## src/rtl/axi4_wr_burst_engine_if.sv

```systemverilog
`timescale 1ns/1ps
// AXI4 write-channel bundle (AW, W, B) between the burst engine and a memory-side slave.
interface axi4_wr_burst_engine_if #(
    parameter int ADDR_W = 32,
    parameter int DATA_W = 64
);
    logic [ADDR_W-1:0]   M_AXI_AWADDR;
    logic [7:0]          M_AXI_AWLEN;
    logic [2:0]          M_AXI_AWSIZE;
    logic [1:0]          M_AXI_AWBURST;
    logic                M_AXI_AWVALID;
    logic                M_AXI_AWREADY;
    logic [DATA_W-1:0]   M_AXI_WDATA;
    logic [DATA_W/8-1:0] M_AXI_WSTRB;
    logic                M_AXI_WLAST;
    logic                M_AXI_WVALID;
    logic                M_AXI_WREADY;
    logic [1:0]          M_AXI_BRESP;
    logic                M_AXI_BVALID;
    logic                M_AXI_BREADY;

    modport master (
        output M_AXI_AWADDR, M_AXI_AWLEN, M_AXI_AWSIZE, M_AXI_AWBURST, M_AXI_AWVALID,
        input  M_AXI_AWREADY,
        output M_AXI_WDATA, M_AXI_WSTRB, M_AXI_WLAST, M_AXI_WVALID,
        input  M_AXI_WREADY,
        input  M_AXI_BRESP, M_AXI_BVALID,
        output M_AXI_BREADY
    );

    modport slave (
        input  M_AXI_AWADDR, M_AXI_AWLEN, M_AXI_AWSIZE, M_AXI_AWBURST, M_AXI_AWVALID,
        output M_AXI_AWREADY,
        input  M_AXI_WDATA, M_AXI_WSTRB, M_AXI_WLAST, M_AXI_WVALID,
        output M_AXI_WREADY,
        output M_AXI_BRESP, M_AXI_BVALID,
        input  M_AXI_BREADY
    );
endinterface

```

## src/rtl/axi4_wr_burst_engine.sv

```systemverilog
`timescale 1ns/1ps
// Splits a (start address, beat count) write command into AXI4 INCR bursts that never
// cross 4 KB, streams AXIS data onto W, and reports one completion once all B responses return.
module axi4_wr_burst_engine #(
    parameter int C_M_AXI_BURST_LEN  = 16,
    parameter int C_M_AXI_ADDR_WIDTH = 32,
    parameter int C_M_AXI_DATA_WIDTH = 64,
    parameter int P_MAX_OUTSTANDING  = 4
) (
    input  logic                          M_AXI_ACLK,
    input  logic                          M_AXI_ARESETN,
    input  logic                          i_cmd_valid,
    output logic                          o_cmd_ready,
    input  logic [C_M_AXI_ADDR_WIDTH-1:0] i_cmd_addr,
    input  logic [15:0]                   i_cmd_beats,
    input  logic                          s_axis_tvalid,
    output logic                          s_axis_tready,
    input  logic [C_M_AXI_DATA_WIDTH-1:0] s_axis_tdata,
    axi4_wr_burst_engine_if.master        m_axi,
    output logic                          o_cpl_valid,
    output logic                          o_cpl_err
);
    localparam int AW   = C_M_AXI_ADDR_WIDTH;
    localparam int BPB  = C_M_AXI_DATA_WIDTH / 8;
    localparam int SIZE = $clog2(BPB);
    localparam int OW   = $clog2(P_MAX_OUTSTANDING + 1);

    typedef enum logic [1:0] {
        S_IDLE   = 2'd0,
        S_AW     = 2'd1,
        S_DATA   = 2'd2,
        S_WAIT_B = 2'd3
    } state_t;

    state_t          state_q, state_d;
    logic [AW-1:0]   addr_q, addr_d;
    logic [15:0]     rem_q, rem_d;
    logic [7:0]      beat_q, beat_d;
    logic [AW-1:0]   awaddr_q, awaddr_d;
    logic [7:0]      awlen_q, awlen_d;
    logic [OW-1:0]   outst_q, outst_d;
    logic            err_q, err_d;
    logic            cpl_valid_q, cpl_valid_d;
    logic            cpl_err_q, cpl_err_d;
    logic            cmd_ready_q, cmd_ready_d;
    logic            bready_q, bready_d;

    logic            in_data_s;
    logic            awvalid_s;
    logic            wlast_s;
    logic            aw_hs_s;
    logic            w_hs_s;
    logic            b_hs_s;

    // Beats in the next burst: bounded by what is left, the burst cap and the 4 KB page end.
    function automatic logic [16:0] burst_len(input logic [11:0] page_off, input logic [15:0] rem);
        logic [12:0] room_bytes;
        logic [16:0] room_beats;
        logic [16:0] n;
        room_bytes = 13'd4096 - {1'b0, page_off};
        room_beats = 17'(room_bytes >> SIZE);
        n          = {1'b0, rem};
        if (n > 17'(C_M_AXI_BURST_LEN)) begin
            n = 17'(C_M_AXI_BURST_LEN);
        end else begin
            n = n;
        end
        if (n > room_beats) begin
            n = room_beats;
        end else begin
            n = n;
        end
        return n;
    endfunction

    assign in_data_s = (state_q == S_DATA);
    assign awvalid_s = (state_q == S_AW) && (outst_q < OW'(P_MAX_OUTSTANDING));
    assign wlast_s   = in_data_s && (beat_q == awlen_q);
    assign aw_hs_s   = awvalid_s && m_axi.M_AXI_AWREADY;
    assign w_hs_s    = in_data_s && s_axis_tvalid && m_axi.M_AXI_WREADY;
    // A B beat with nothing outstanding is a stray and must not underflow the counter.
    assign b_hs_s    = bready_q && m_axi.M_AXI_BVALID && (outst_q != {OW{1'b0}});

    // Next-state, burst bookkeeping and completion logic.
    always_comb begin
        state_d     = state_q;
        addr_d      = addr_q;
        rem_d       = rem_q;
        beat_d      = beat_q;
        awaddr_d    = awaddr_q;
        awlen_d     = awlen_q;
        outst_d     = outst_q;
        err_d       = err_q;
        cpl_valid_d = 1'b0;
        cpl_err_d   = 1'b0;
        bready_d    = 1'b1;

        case (state_q)
            S_IDLE: begin
                if (i_cmd_valid && cmd_ready_q) begin
                    addr_d  = i_cmd_addr;
                    rem_d   = i_cmd_beats;
                    err_d   = 1'b0;
                    beat_d  = 8'd0;
                    state_d = (i_cmd_beats == 16'd0) ? S_WAIT_B : S_AW;
                end else begin
                    state_d = S_IDLE;
                end
            end
            S_AW: begin
                if (aw_hs_s) begin
                    beat_d  = 8'd0;
                    state_d = S_DATA;
                end else begin
                    state_d = S_AW;
                end
            end
            S_DATA: begin
                if (w_hs_s && wlast_s) begin
                    addr_d  = addr_q + ((AW'(awlen_q) + AW'(1)) << SIZE);
                    rem_d   = rem_q - (16'(awlen_q) + 16'd1);
                    beat_d  = 8'd0;
                    state_d = (rem_d != 16'd0) ? S_AW : S_WAIT_B;
                end else if (w_hs_s) begin
                    beat_d = beat_q + 8'd1;
                end else begin
                    beat_d = beat_q;
                end
            end
            S_WAIT_B: begin
                if (outst_q == {OW{1'b0}}) begin
                    cpl_valid_d = 1'b1;
                    cpl_err_d   = err_q;
                    state_d     = S_IDLE;
                end else begin
                    state_d = S_WAIT_B;
                end
            end
            default: begin
                state_d = S_IDLE;
            end
        endcase

        if (b_hs_s && (m_axi.M_AXI_BRESP != 2'b00)) begin
            err_d = 1'b1;
        end else begin
            err_d = err_d;
        end

        case ({aw_hs_s, b_hs_s})
            2'b10:   outst_d = outst_q + OW'(1);
            2'b01:   outst_d = outst_q - OW'(1);
            default: outst_d = outst_q;
        endcase

        // Address phase values are frozen on entry to AW so they stay stable until AWREADY.
        if ((state_d == S_AW) && (state_q != S_AW)) begin
            awaddr_d = addr_d;
            awlen_d  = 8'(burst_len(addr_d[11:0], rem_d) - 17'd1);
        end else begin
            awaddr_d = awaddr_q;
            awlen_d  = awlen_q;
        end

        cmd_ready_d = (state_d == S_IDLE);
    end

    // State and datapath registers with synchronous active-low reset.
    always_ff @(posedge M_AXI_ACLK) begin
        if (!M_AXI_ARESETN) begin
            state_q     <= S_IDLE;
            addr_q      <= {AW{1'b0}};
            rem_q       <= 16'd0;
            beat_q      <= 8'd0;
            awaddr_q    <= {AW{1'b0}};
            awlen_q     <= 8'd0;
            outst_q     <= {OW{1'b0}};
            err_q       <= 1'b0;
            cpl_valid_q <= 1'b0;
            cpl_err_q   <= 1'b0;
            cmd_ready_q <= 1'b0;
            bready_q    <= 1'b0;
        end else begin
            state_q     <= state_d;
            addr_q      <= addr_d;
            rem_q       <= rem_d;
            beat_q      <= beat_d;
            awaddr_q    <= awaddr_d;
            awlen_q     <= awlen_d;
            outst_q     <= outst_d;
            err_q       <= err_d;
            cpl_valid_q <= cpl_valid_d;
            cpl_err_q   <= cpl_err_d;
            cmd_ready_q <= cmd_ready_d;
            bready_q    <= bready_d;
        end
    end

    assign o_cmd_ready         = cmd_ready_q;
    assign o_cpl_valid         = cpl_valid_q;
    assign o_cpl_err           = cpl_err_q;

    assign m_axi.M_AXI_AWADDR  = awaddr_q;
    assign m_axi.M_AXI_AWLEN   = awlen_q;
    assign m_axi.M_AXI_AWSIZE  = 3'(SIZE);
    assign m_axi.M_AXI_AWBURST = 2'b01;
    assign m_axi.M_AXI_AWVALID = awvalid_s;

    // The W channel is a straight pass-through of the stream while a burst is open.
    assign m_axi.M_AXI_WDATA   = in_data_s ? s_axis_tdata : {C_M_AXI_DATA_WIDTH{1'b0}};
    assign m_axi.M_AXI_WSTRB   = {BPB{1'b1}};
    assign m_axi.M_AXI_WLAST   = wlast_s;
    assign m_axi.M_AXI_WVALID  = in_data_s && s_axis_tvalid;
    assign s_axis_tready       = in_data_s && m_axi.M_AXI_WREADY;

    assign m_axi.M_AXI_BREADY  = bready_q;
endmodule

```

## src/flat_wrapper.sv

```systemverilog
// flat-port wrapper written by rule: the top's interface ports become plain ports
module axi4_wr_burst_engine_flat 
#(
    parameter int C_M_AXI_BURST_LEN  = 16,
    parameter int C_M_AXI_ADDR_WIDTH = 32,
    parameter int C_M_AXI_DATA_WIDTH = 64,
    parameter int P_MAX_OUTSTANDING  = 4
)
  (M_AXI_ACLK, M_AXI_ARESETN, i_cmd_valid, o_cmd_ready, i_cmd_addr, i_cmd_beats, s_axis_tvalid, s_axis_tready, s_axis_tdata, o_cpl_valid, o_cpl_err, m_axi_M_AXI_AWADDR, m_axi_M_AXI_AWLEN, m_axi_M_AXI_AWSIZE, m_axi_M_AXI_AWBURST, m_axi_M_AXI_AWVALID, m_axi_M_AXI_AWREADY, m_axi_M_AXI_WDATA, m_axi_M_AXI_WSTRB, m_axi_M_AXI_WLAST, m_axi_M_AXI_WVALID, m_axi_M_AXI_WREADY, m_axi_M_AXI_BRESP, m_axi_M_AXI_BVALID, m_axi_M_AXI_BREADY);
  axi4_wr_burst_engine_if m_axi_i ();
  input  logic M_AXI_ACLK;
  input  logic M_AXI_ARESETN;
  input  logic i_cmd_valid;
  output logic o_cmd_ready;
  input  logic [C_M_AXI_ADDR_WIDTH-1:0] i_cmd_addr;
  input  logic [15:0] i_cmd_beats;
  input  logic s_axis_tvalid;
  output logic s_axis_tready;
  input  logic [C_M_AXI_DATA_WIDTH-1:0] s_axis_tdata;
  output logic o_cpl_valid;
  output logic o_cpl_err;
  output wire logic [$bits(m_axi_i.M_AXI_AWADDR)-1:0] m_axi_M_AXI_AWADDR;
  output wire logic [$bits(m_axi_i.M_AXI_AWLEN)-1:0] m_axi_M_AXI_AWLEN;
  output wire logic [$bits(m_axi_i.M_AXI_AWSIZE)-1:0] m_axi_M_AXI_AWSIZE;
  output wire logic [$bits(m_axi_i.M_AXI_AWBURST)-1:0] m_axi_M_AXI_AWBURST;
  output wire logic [$bits(m_axi_i.M_AXI_AWVALID)-1:0] m_axi_M_AXI_AWVALID;
  input wire logic [$bits(m_axi_i.M_AXI_AWREADY)-1:0] m_axi_M_AXI_AWREADY;
  output wire logic [$bits(m_axi_i.M_AXI_WDATA)-1:0] m_axi_M_AXI_WDATA;
  output wire logic [$bits(m_axi_i.M_AXI_WSTRB)-1:0] m_axi_M_AXI_WSTRB;
  output wire logic [$bits(m_axi_i.M_AXI_WLAST)-1:0] m_axi_M_AXI_WLAST;
  output wire logic [$bits(m_axi_i.M_AXI_WVALID)-1:0] m_axi_M_AXI_WVALID;
  input wire logic [$bits(m_axi_i.M_AXI_WREADY)-1:0] m_axi_M_AXI_WREADY;
  input wire logic [$bits(m_axi_i.M_AXI_BRESP)-1:0] m_axi_M_AXI_BRESP;
  input wire logic [$bits(m_axi_i.M_AXI_BVALID)-1:0] m_axi_M_AXI_BVALID;
  output wire logic [$bits(m_axi_i.M_AXI_BREADY)-1:0] m_axi_M_AXI_BREADY;
  assign m_axi_M_AXI_AWADDR = m_axi_i.M_AXI_AWADDR;
  assign m_axi_M_AXI_AWLEN = m_axi_i.M_AXI_AWLEN;
  assign m_axi_M_AXI_AWSIZE = m_axi_i.M_AXI_AWSIZE;
  assign m_axi_M_AXI_AWBURST = m_axi_i.M_AXI_AWBURST;
  assign m_axi_M_AXI_AWVALID = m_axi_i.M_AXI_AWVALID;
  assign m_axi_i.M_AXI_AWREADY = m_axi_M_AXI_AWREADY;
  assign m_axi_M_AXI_WDATA = m_axi_i.M_AXI_WDATA;
  assign m_axi_M_AXI_WSTRB = m_axi_i.M_AXI_WSTRB;
  assign m_axi_M_AXI_WLAST = m_axi_i.M_AXI_WLAST;
  assign m_axi_M_AXI_WVALID = m_axi_i.M_AXI_WVALID;
  assign m_axi_i.M_AXI_WREADY = m_axi_M_AXI_WREADY;
  assign m_axi_i.M_AXI_BRESP = m_axi_M_AXI_BRESP;
  assign m_axi_i.M_AXI_BVALID = m_axi_M_AXI_BVALID;
  assign m_axi_M_AXI_BREADY = m_axi_i.M_AXI_BREADY;
  axi4_wr_burst_engine #(.C_M_AXI_BURST_LEN(C_M_AXI_BURST_LEN), .C_M_AXI_ADDR_WIDTH(C_M_AXI_ADDR_WIDTH), .C_M_AXI_DATA_WIDTH(C_M_AXI_DATA_WIDTH), .P_MAX_OUTSTANDING(P_MAX_OUTSTANDING)) u_core (.M_AXI_ACLK(M_AXI_ACLK), .M_AXI_ARESETN(M_AXI_ARESETN), .i_cmd_valid(i_cmd_valid), .o_cmd_ready(o_cmd_ready), .i_cmd_addr(i_cmd_addr), .i_cmd_beats(i_cmd_beats), .s_axis_tvalid(s_axis_tvalid), .s_axis_tready(s_axis_tready), .s_axis_tdata(s_axis_tdata), .m_axi(m_axi_i), .o_cpl_valid(o_cpl_valid), .o_cpl_err(o_cpl_err));
endmodule
```

## config.mk

```make
export PLATFORM = sky130hd
export DESIGN_NAME = axi4_wr_burst_engine_flat
export DESIGN_NICKNAME = d
export VERILOG_FILES = /design/src/rtl/axi4_wr_burst_engine_if.sv /design/src/rtl/axi4_wr_burst_engine.sv /design/src/flat_wrapper.sv
export SDC_FILE = /design/constraint.sdc
export NUM_CORES = 1
export LEC_CHECK = 0
export BUFFER_PORTS_ARGS = -buffer_cell sky130_fd_sc_hd__buf_4
export CAP_MARGIN = 5
export CORE_MARGIN = 2
export CORE_UTILIZATION = 52
export DETAILED_ROUTE_END_ITERATION = 10
export PLACE_DENSITY = 0.82
export SETUP_SLACK_MARGIN = 0.02
export SLEW_MARGIN = 20
export SYNTH_ARGS = -nofsm -noshare
export SYNTH_HDL_FRONTEND = slang
export SYNTH_SLANG_ARGS = --single-unit
```

## constraint.sdc

```tcl
create_clock -name M_AXI_ACLK -period 8 [get_ports M_AXI_ACLK]
set_input_delay 0.8 -clock M_AXI_ACLK [delete_from_list [all_inputs] [get_ports M_AXI_ACLK]]
set_output_delay 0.8 -clock M_AXI_ACLK [all_outputs]
set_load 0.05 [all_outputs]
```

==> results.yml <==
cells_and_area:
  syn2layout_area_growth_pct: 27.6
  final_cells: 1343
  layout.nets: 1313
  fillers: 1179
  drive_gt1_frac: 0.250
setup_path:
  worstPathArrival_ps: 7510
  cp.required_ps: 8280
  slowest_stage: "or4_1"
  path_max_fanout: 11
  cp-start-kind: "flip-flop"
  crit_top_cell: "ha_1"
  endpoint_kind: "flip-flop"
  worstSetupPathType: "reg2reg"
  r2r_slack_ps: 770
  max_stage_delay_ps: 690
  ff2ff_path_depth: 27
logic_synthesis:
  synth.area.mux_share: 0.0233
  synth_top_family_by_area: "simple AND/OR/NAND/NOR gates"
  synthSimpleGateAreaFrac: 0.291
  synth_xor_area_frac: 0.0576
  synth_edf_count: 0
  synthArstFlopShare: 0
  yosysUniqueCellTypes: 87
  synth_seq_cells: 106
  synth-compound-area-share: 0.213
  synth_ff_type: "dfxtp_1"
  syn_area_per_cell_sq_um: 7.84
  synthAdderAreaFrac: 0.0618
  netlist_instances: 950
  seq_area_frac_synth: 0.285
  syn_area_sq_um: 7450
  ys_warn_count: 0
clock_tree:
  root_buffer: "clkbuf_16"
  cts_buffers: 9
  clk_path_buf_depth: 2
  ctsResizeCount: 0
  cts_setup_buffers: 0
  insertion_delay_ps: 370
  cts_tree: "done"
  clock_sinks: 106
  h-tree-depth: 3
  clkTransAtPathRegs_ps: 80
  holdBufCountCts: 0
die:
  core-area_sq_um: 13900
  die_h_microns: 124
  num_rows: 43
  die_w_microns: 124
  dieArea_sq_um: 15300
  ios: 246
  start_util: 0.535
timing:
  slew_headroom: 0.349
  fmax_mhz: 138
  rsz0062_at_grt: "false"
  finalHoldViolations: 0
  fin_setup_tns_ps: 0
  min_period_ps: 7230
  finalSetupViolCount: 0
  fin_crit_sh: 0.904
  slew_violations: 0
  skew_ps: 10.3
  worst_slew_pin_slew_ps: 972
grt:
  antenna_found_initial: 1
  grt_usage: 0.313
  overflow: 0
  grt_pass1_wl_microns: 36900
  grt_pass1_vias: 7187
  grt_start_max_net_pins: 77
route:
  drt-vias-per-instance: 5.87
  dr.pass1.iters: 7
  drcViolationCount: 0
  drtIter0Drc: 665
  wl_per_cell_microns: 18.3
  ant_nets: 0
  wl_microns: 24500
  vias: 7878
power:
  switching_share: 0.512
  leakage_nw: 4.11
  p_int_w: 0.00164
  worst_ir_drop_vdd_mv: 0.230
  combPwrFrac: 0.629
  power_frac_seq: 0.234
  clkPwrFrac: 0.137
  p_switching_w: 0.00172
  power_density_nw_per_um2: 352
placed_design:
  place_inst: 1326
  dp.final_hpwl_microns: 18700
  place_congestion: 0.974
  port_buffers: 232
run_status:
  status: "complete, no violations"
run:
  cap_viol_max_count: 0
min_path:
  holdCritPathClass: "reg2reg"
  hold_depth: 2
-- registers in the layout (all words and copies together) (netlist names), 2 cells and up --
name / flops
u_core.state_q: 2
u_core.m_axi.M_AXI_AWADDR: 32
u_core.m_axi.M_AXI_AWLEN: 8
u_core.beat_q: 8
u_core.outst_q: 3
u_core.addr_q: 32
u_core.rem_q: 16
-- logic make-up (layout without fill, tap and decap cells) --
logic type                 after synthesis  in the layout
AOI/OAI and AO/OA                      232            232
other                                    2             19
buffers and inverters                   94            290
DFF                                    106            106
muxes                                   17             17
adders and majority gates               35             35
and+or+nand+nor                        415            415
xor gates and xnor gates                49             49
-- worst max-delay path: cells and delay by family, from the launching register on --
kind | cells | cell delay, ps
xor+xnor | 1 | 170
mux | 1 | 300
flops | 1 | 450
fa+ha+maj | 4 | 1000
simple gates | 12 | 3460
compound gates | 9 | 1770
-- power groups by stage --
stage               sequential (W)  clock [W]  combinational (W)
floorplan                  0.00102          0            0.00134
global placement          0.000786          0            0.00203
detailed placement        0.000790          0            0.00206
CTS                       0.000780   0.000461            0.00208
global route              0.000802   0.000481            0.00228
finish                    0.000783   0.000460            0.00211
-- cells in the mapped netlist (all sizes together) (10+ instances only) --
library cell | instances | share of area
o22ai | 13 | 0.011
nor3 | 23 | 0.015
mux2i | 14 | 0.019
inv | 30 | 0.015
o211ai | 15 | 0.016
and3 | 14 | 0.012
nor4 | 13 | 0.013
xor2 | 25 | 0.029
nand3 | 24 | 0.017
xnor2 | 24 | 0.028
a211oi | 23 | 0.023
clkbuf | 38 | 0.027
nor2 | 118 | 0.060
o21ai | 46 | 0.031
a221oi | 10 | 0.012
a21oi | 46 | 0.031
dfxtp | 106 | 0.28
buf | 25 | 0.024
nand2 | 69 | 0.035
nand4 | 13 | 0.011
ha | 32 | 0.054
and2 | 86 | 0.072
-- cell usage in the layout, fill, tap and decap left out, types with 6 or more instances in the layout --
master / Yosys / final
nand2b_1: 6 / 6
a221oi_1: 10 / 10
xnor2_1: 24 / 24
nand4_1: 13 / 13
and2_1: 85 / 85
nand3_1: 23 / 23
a22oi_1: 8 / 8
and3_1: 14 / 14
a211oi_1: 23 / 23
o211ai_1: 13 / 13
mux2i_1: 14 / 14
a21o_1: 7 / 7
o22ai_1: 13 / 13
conb_1: 2 / 18
nor2b_1: 6 / 6
a31oi_1: 8 / 8
dfxtp_1: 106 / 106
or3_1: 6 / 6
clkbuf_16: 0 / 9
or4_1: 6 / 6
nor4_1: 12 / 12
a21oi_1: 46 / 46
nor2_1: 117 / 117
nor3_1: 23 / 23
o21ai_0: 44 / 44
inv_1: 30 / 29
ha_1: 32 / 32
xor2_1: 25 / 25
nand2_1: 69 / 69
buf_4: 14 / 243
-- stage by stage --
| stage | power (W) | hold slack (ps) | worst slack (ps) | instance area, sq um | util |
|---|---|---|---|---|---|
| 2_1_floorplan | 0.00236 | 427 | 1250 | 7510 | - |
| 3_3_place_gp | 0.00282 | 436 | 1190 | 9200 | 0.660 |
| 3_5_place_dp | 0.00285 | 441 | 866 | 9200 | 0.660 |
| 4_1_cts | 0.00332 | 451 | 810 | 9510 | 0.682 |
| 5_1_grt | 0.00356 | 486 | 200 | 9510 | 0.683 |
| 6_report | 0.00335 | 448 | 770 | 9510 | 0.683 |
-- final timing paths --
check	start	endpoint
worst max-delay path	u_core.m_axi.M_AXI_AWLEN[1]$_SDFFE_PN0P_	u_core.m_axi.M_AXI_AWLEN[6]$_SDFFE_PN0P_
worst min-delay path	u_core.err_q$_SDFFE_PN0P_	u_core.err_q$_SDFFE_PN0P_
worst max register to register	u_core.m_axi.M_AXI_AWLEN[1]$_SDFFE_PN0P_	u_core.m_axi.M_AXI_AWLEN[6]$_SDFFE_PN0P_
worst min register to register	u_core.err_q$_SDFFE_PN0P_	u_core.err_q$_SDFFE_PN0P_
-- per-layer routing --
layer | vias up | GRT usage | wire length [microns] | share of wire
met4 | 0 | 0.138 | 754 | 0.031
met3 | 57 | 0.0572 | 2310 | 0.094
met5 | - | 0 | 0 | 0
met2 | 395 | 0.513 | 11500 | 0.47
met1 | 3639 | 0.402 | 9970 | 0.41
li1 | 3787 | - | - | -
-- cell type report --
cell class,instances,area (sq um),share of cell area
diodes,1,2.50,0.000263
clock buffers,9,225,0.0237
clock inverters,7,81.3,0.00855
inverters,31,116,0.0122
multi-input cells,766,4910,0.517
flip-flops and latches,106,2120,0.223
well taps,180,225,0.0237
repair buffers,243,1820,0.192
No activity file was read; power rests on OpenSTA's default activity.
